**src/rtl/serial_adder.sv**
```systemverilog
// Bit-serial add (and optional subtract) through one registered full-adder cell, LSB first.
// Optional feature: define SERIAL_ADDER_SUB_EN to add the Sub port and borrow-style subtraction.
module serial_adder #(
    parameter int WIDTH = 8
) (
    input  logic             clk,
    input  logic             rst_n,
    input  logic             start,
    input  logic [WIDTH-1:0] A,
    input  logic [WIDTH-1:0] B,
    input  logic             CIn,
`ifdef SERIAL_ADDER_SUB_EN
    input  logic             Sub,
`endif
    output logic [WIDTH-1:0] Sum,
    output logic             Cout,
    output logic             busy,
    output logic             done
);

    localparam int CW = (WIDTH > 1) ? $clog2(WIDTH) : 1;

    typedef enum logic [1:0] {
        IDLE,
        RUN,
        DONE
    } state_t;

    state_t state, next_state;

    logic [WIDTH-1:0] a_sh;
    logic [WIDTH-1:0] b_sh;
    logic [WIDTH-2:0] res_sh;
    logic [WIDTH-1:0] res_next;
    logic             carry;
    logic [CW-1:0]    cnt;
    logic             accept;
    logic             last_bit;
    logic             a0;
    logic             b0;
    logic             s_bit;
    logic             c_next;
`ifdef SERIAL_ADDER_SUB_EN
    logic             sub_q;
`endif

    assign accept   = (state == IDLE) && start;
    assign last_bit = (state == RUN) && (cnt == CW'(WIDTH - 1));

    // Single full-adder cell; with subtraction enabled the carry becomes a borrow.
    always_comb begin
        a0       = a_sh[0];
        b0       = b_sh[0];
        s_bit    = a0 ^ b0 ^ carry;
        c_next   = (a0 & b0) | (carry & (a0 ^ b0));
`ifdef SERIAL_ADDER_SUB_EN
        if (sub_q) begin
            c_next = (~a0 & b0) | (~(a0 ^ b0) & carry);
        end
`endif
        res_next = {s_bit, res_sh};
    end

    always_ff @(posedge clk or negedge rst_n) begin
        if (!rst_n) begin
            state <= IDLE;
        end else begin
            state <= next_state;
        end
    end

    always_comb begin
        next_state = state;
        busy       = 1'b0;
        done       = 1'b0;
        case (state)
            IDLE: begin
                if (start) begin
                    next_state = RUN;
                end
            end
            RUN: begin
                busy = 1'b1;
                if (last_bit) begin
                    next_state = DONE;
                end
            end
            DONE: begin
                busy       = 1'b1;
                done       = 1'b1;
                next_state = IDLE;
            end
            default: begin
                next_state = IDLE;
            end
        endcase
    end

    // Sum/Cout are written only on the completion edge so partial bits never leak out.
    always_ff @(posedge clk or negedge rst_n) begin
        if (!rst_n) begin
            a_sh   <= '0;
            b_sh   <= '0;
            res_sh <= '0;
            carry  <= 1'b0;
            cnt    <= '0;
            Sum    <= '0;
            Cout   <= 1'b0;
`ifdef SERIAL_ADDER_SUB_EN
            sub_q  <= 1'b0;
`endif
        end else if (accept) begin
            a_sh   <= A;
            b_sh   <= B;
            res_sh <= '0;
            carry  <= CIn;
            cnt    <= '0;
`ifdef SERIAL_ADDER_SUB_EN
            sub_q  <= Sub;
`endif
        end else if (state == RUN) begin
            a_sh   <= a_sh >> 1;
            b_sh   <= b_sh >> 1;
            res_sh <= res_next[WIDTH-1:1];
            carry  <= c_next;
            cnt    <= cnt + CW'(1);
            if (last_bit) begin
                Sum  <= res_next;
                Cout <= c_next;
            end
        end
    end

endmodule

```
**config.mk**
```make
export PLATFORM = sky130hd
export DESIGN_NAME = serial_adder
export DESIGN_NICKNAME = d
export VERILOG_FILES = /design/src/rtl/serial_adder.sv
export SDC_FILE = /design/constraint.sdc
export NUM_CORES = 1
export LEC_CHECK = 0
export ABC_AREA = 0
export BUFFER_PORTS_ARGS = -buffer_cell sky130_fd_sc_hd__buf_2
export CAP_MARGIN = 20
export CORE_MARGIN = 2
export CORE_UTILIZATION = 50
export DETAILED_ROUTE_END_ITERATION = 16
export PLACE_DENSITY = 0.69
export SYNTH_ARGS = -nofsm -noshare
export SYNTH_HDL_FRONTEND = slang
export SYNTH_SLANG_ARGS = --single-unit
```
**constraint.sdc**
```tcl
create_clock -name clk -period 2.4 [get_ports clk]
set_input_delay 0.12 -clock clk [delete_from_list [all_inputs] [get_ports clk]]
set_output_delay 0.12 -clock clk [all_outputs]
set_load 0.005 [all_outputs]
```
==> results.cfg <==
[status]
outcome = finished, final reports clean

[power]
vdd_drop_max_mv = 0.489
leakagePower_nw = 1.11
power_mw = 2.39
p_comb_frac = 0.380
p_clk_frac = 0.182
power_frac_seq = 0.437
powerDensity_mw_per_mm2 = 1100
p_sw_frac = 0.334
internal-power_mw = 1.59
p_switching_mw = 0.799

[yosys]
ys_types = 21
ys_ff_latch = 38
yosys_warnings = 0
postSynthAreaPerCell_sq_um = 12.2
syn_nets = 171
synthCells = 144
synth_top_area_cell = dfrtp_1
synthesis.area_sq_mm = 0.00176
seq_area_frac_synth = 0.541
synthTopCellsByArea = dfrtp_1, mux2i_1, mux2_4
synth.top_cell.area_share = 0.541

[clock_network]
clkTransAtPathRegs_ns = 0.10
cts_sinks = 38
root_buffer = clkbuf_4
cts_resized = 0
cts_max_path_buffers = 2
h-tree-depth = 2
cts_post_setup_buffers_inserted = 0
cts_buffers = 5
clkLatencyLatePin_ns = 0.33
tritoncts = done
cts_hold_buf = 16

[setup_path]
cp_slowest_cell = dfrtp_1
worstSetupStartpointType = flip-flop
max_stage_delay_ns = 0.40
cp_top_family = flip-flops
required_ns = 2.63
crit_chain = inv_1, ha_1, buf_4, nand2_1, nor2_8, mux2_4
critPathArrivalTime_ns = 1.97
cp-end-kind = flip-flop
crit_buf_inv = 2
setup.worst_path.class = flip-flop to flip-flop
critPathMaxFanout = 11

[sta]
fmax_mhz = 575
fin_crit_sh = 0.725
worst_slew_pin_slew_ns = 0.809
whs_ns = 0.00898
rsz0062_at_grt = no
final.min_clock_period_ns = 1.74
setup_violations = 0
hold_violations = 0
tns_ns = 0
fin_skew_ns = 0.00162
drv_slew = 0
slew_headroom = 0.460

[drt]
drc_errors = 0
dr_wl_met2_mm = 1.55
drtIter0Drc = 35
drt-met1-wl_mm = 1.33
wl_met3_microns = 125
detail-route-antenna-nets = 0
viasPerCell = 4.87
vias = 1154
routedWlPerCell_microns = 12.8
top_layer = met4
dr.pass1.iters = 4
routed_wl_mm = 3.02

[die]
rows = 21
die_x_microns = 63.3
die-area_sq_mm = 0.00401
io_pins = 31
die_h_microns = 63.3
start_util = 0.523
core_sq_mm = 0.00336

[layout]
layout-drive-gt1-share = 0.262
design_area_sq_mm = 0.00217
ff_latch_area_sq_um = 951
nNetsFinal = 218
post-route-util = 0.646
antenna_cells = 0
synthToLayoutAreaGrowth_pct = 23.6
multi_input_area_sq_um = 746
fillCellCount = 293

[global_route]
grt_pass1_wl_mm = 5.71
antenna_found_initial = 0
grt_pass1_vias = 1323
grt_overflow = 0
track_usage = 0.187
grt_start_max_net_pins = 46

[place]
dpl.hpwl_mm = 1.96
io_buffers = 30
gp_congestion = 0.690
place_area_sq_mm = 0.00193

[run]
maxCapViolations = 0

[min_path]
hold_path.class = input port to flip-flop
[power by group through the flow]
| stage | Sequential (mW) | Clock (mW) | Combinational [mW] |
|---|---|---|---|
| global route | 1.08 | 0.482 | 1.04 |
| finish | 1.05 | 0.437 | 0.910 |
| CTS | 1.05 | 0.455 | 0.926 |
| global placement | 1.05 | 0 | 0.862 |
| floorplan | 1.02 | 0 | 0.723 |
| detailed placement | 1.06 | 0 | 0.902 |
[synth_stat cells]
library cell and number:
mux2i_1 24, clkbuf_1 1, buf_6 1, inv_1 3
buf_4 2, nand2_1 18, mux2_1 1, ha_1 6
o21a_1 1, nor2b_1 1, dfrtp_1 38, buf_2 4
nor2_8 1, o21ai_0 18, nor2_1 10, xnor2_1 1
fa_1 1, a21oi_1 1, and2_4 1, mux2_4 9
nand2b_1 2
[sequential cells by signal, indices dropped and copies added, names as in the netlist]
signal / count
Sum: 8
Cout: 1
res_sh: 7
b_sh: 8
a_sh: 8
cnt: 3
state: 2
carry: 1
[cell type report]
type / count / area share
multi-input combinational: 95 / 0.343
timing repair buffer: 48 / 0.150
clock inverter: 1 / 0.0138
tap: 46 / 0.0265
clock buffer: 6 / 0.0236
sequential: 38 / 0.438
inverter: 3 / 0.00518
[path summary, 6_finish.rpt]
kind,from,slack (ns),endpoint,cells past startpoint
max,state[1],0.66,Sum[6],6
min,B[1],0.009,b_sh[1],3
max reg2reg,state[1],0.66,Sum[6],6
min reg2reg,Sum[2],0.52,Sum[2],1
max in group asynchronous,rst_n,1.48,b_sh[2],2
min in group asynchronous,rst_n,0.41,Sum[0],2
[stage by stage]
step / instances / setup WS, ns
after floorplan: 144 / 0.888
after global placement: 214 / 0.741
after detailed placement: 214 / 0.667
after CTS: 237 / 0.660
after global routing: 237 / 0.551
final: 237 / 0.659
[layout by cell type, fill, tap and decap left out]
cell type and instances:
clkbuf_4 5, dlygate4sd3_1 16, a21oi_1 1, o21ai_0 18, nor2_1 10, ha_1 6
buf_2 30, nand2b_1 2, mux2_1 1, fa_1 1, and2_4 1, dfrtp_1 38
mux2i_1 24, mux2_4 9, o21a_1 1, xnor2_1 1, nor2_8 1, nor2b_1 1
bufinv_16 1, clkbuf_8 1, inv_1 3, nand2_1 18, buf_4 2
[per-layer routing]
metal | vias up | track usage
met1 | 553 | 0.224
met3 | 2 | 0.0589
li1 | 575 | -
met4 | 0 | 0.0652
met5 | - | 0
met2 | 24 | 0.316
[kinds of logic after synthesis]
| group | share of synthesized area |
|---|---|
| XOR/XNOR | 0.00498 |
| multiplexers | 0.220 |
| adder cells (fa/ha/maj) | 0.0541 |
| buffers and inverters | 0.0349 |
| flip-flops | 0.541 |
| AND/OR/NAND/NOR | 0.0868 |
| AO/OA/AOI/OAI | 0.0584 |
[worst min-delay path, delay by kind of cell]
| family | cells | cell delay [ns] |
|---|---|---|
| AOI/OAI and AO/OA | 1 | 0.06 |
| buffers and inverters | 1 | 0.08 |
| and+or+nand+nor | 1 | 0.04 |
No activity file was read; power rests on OpenSTA's default activity.
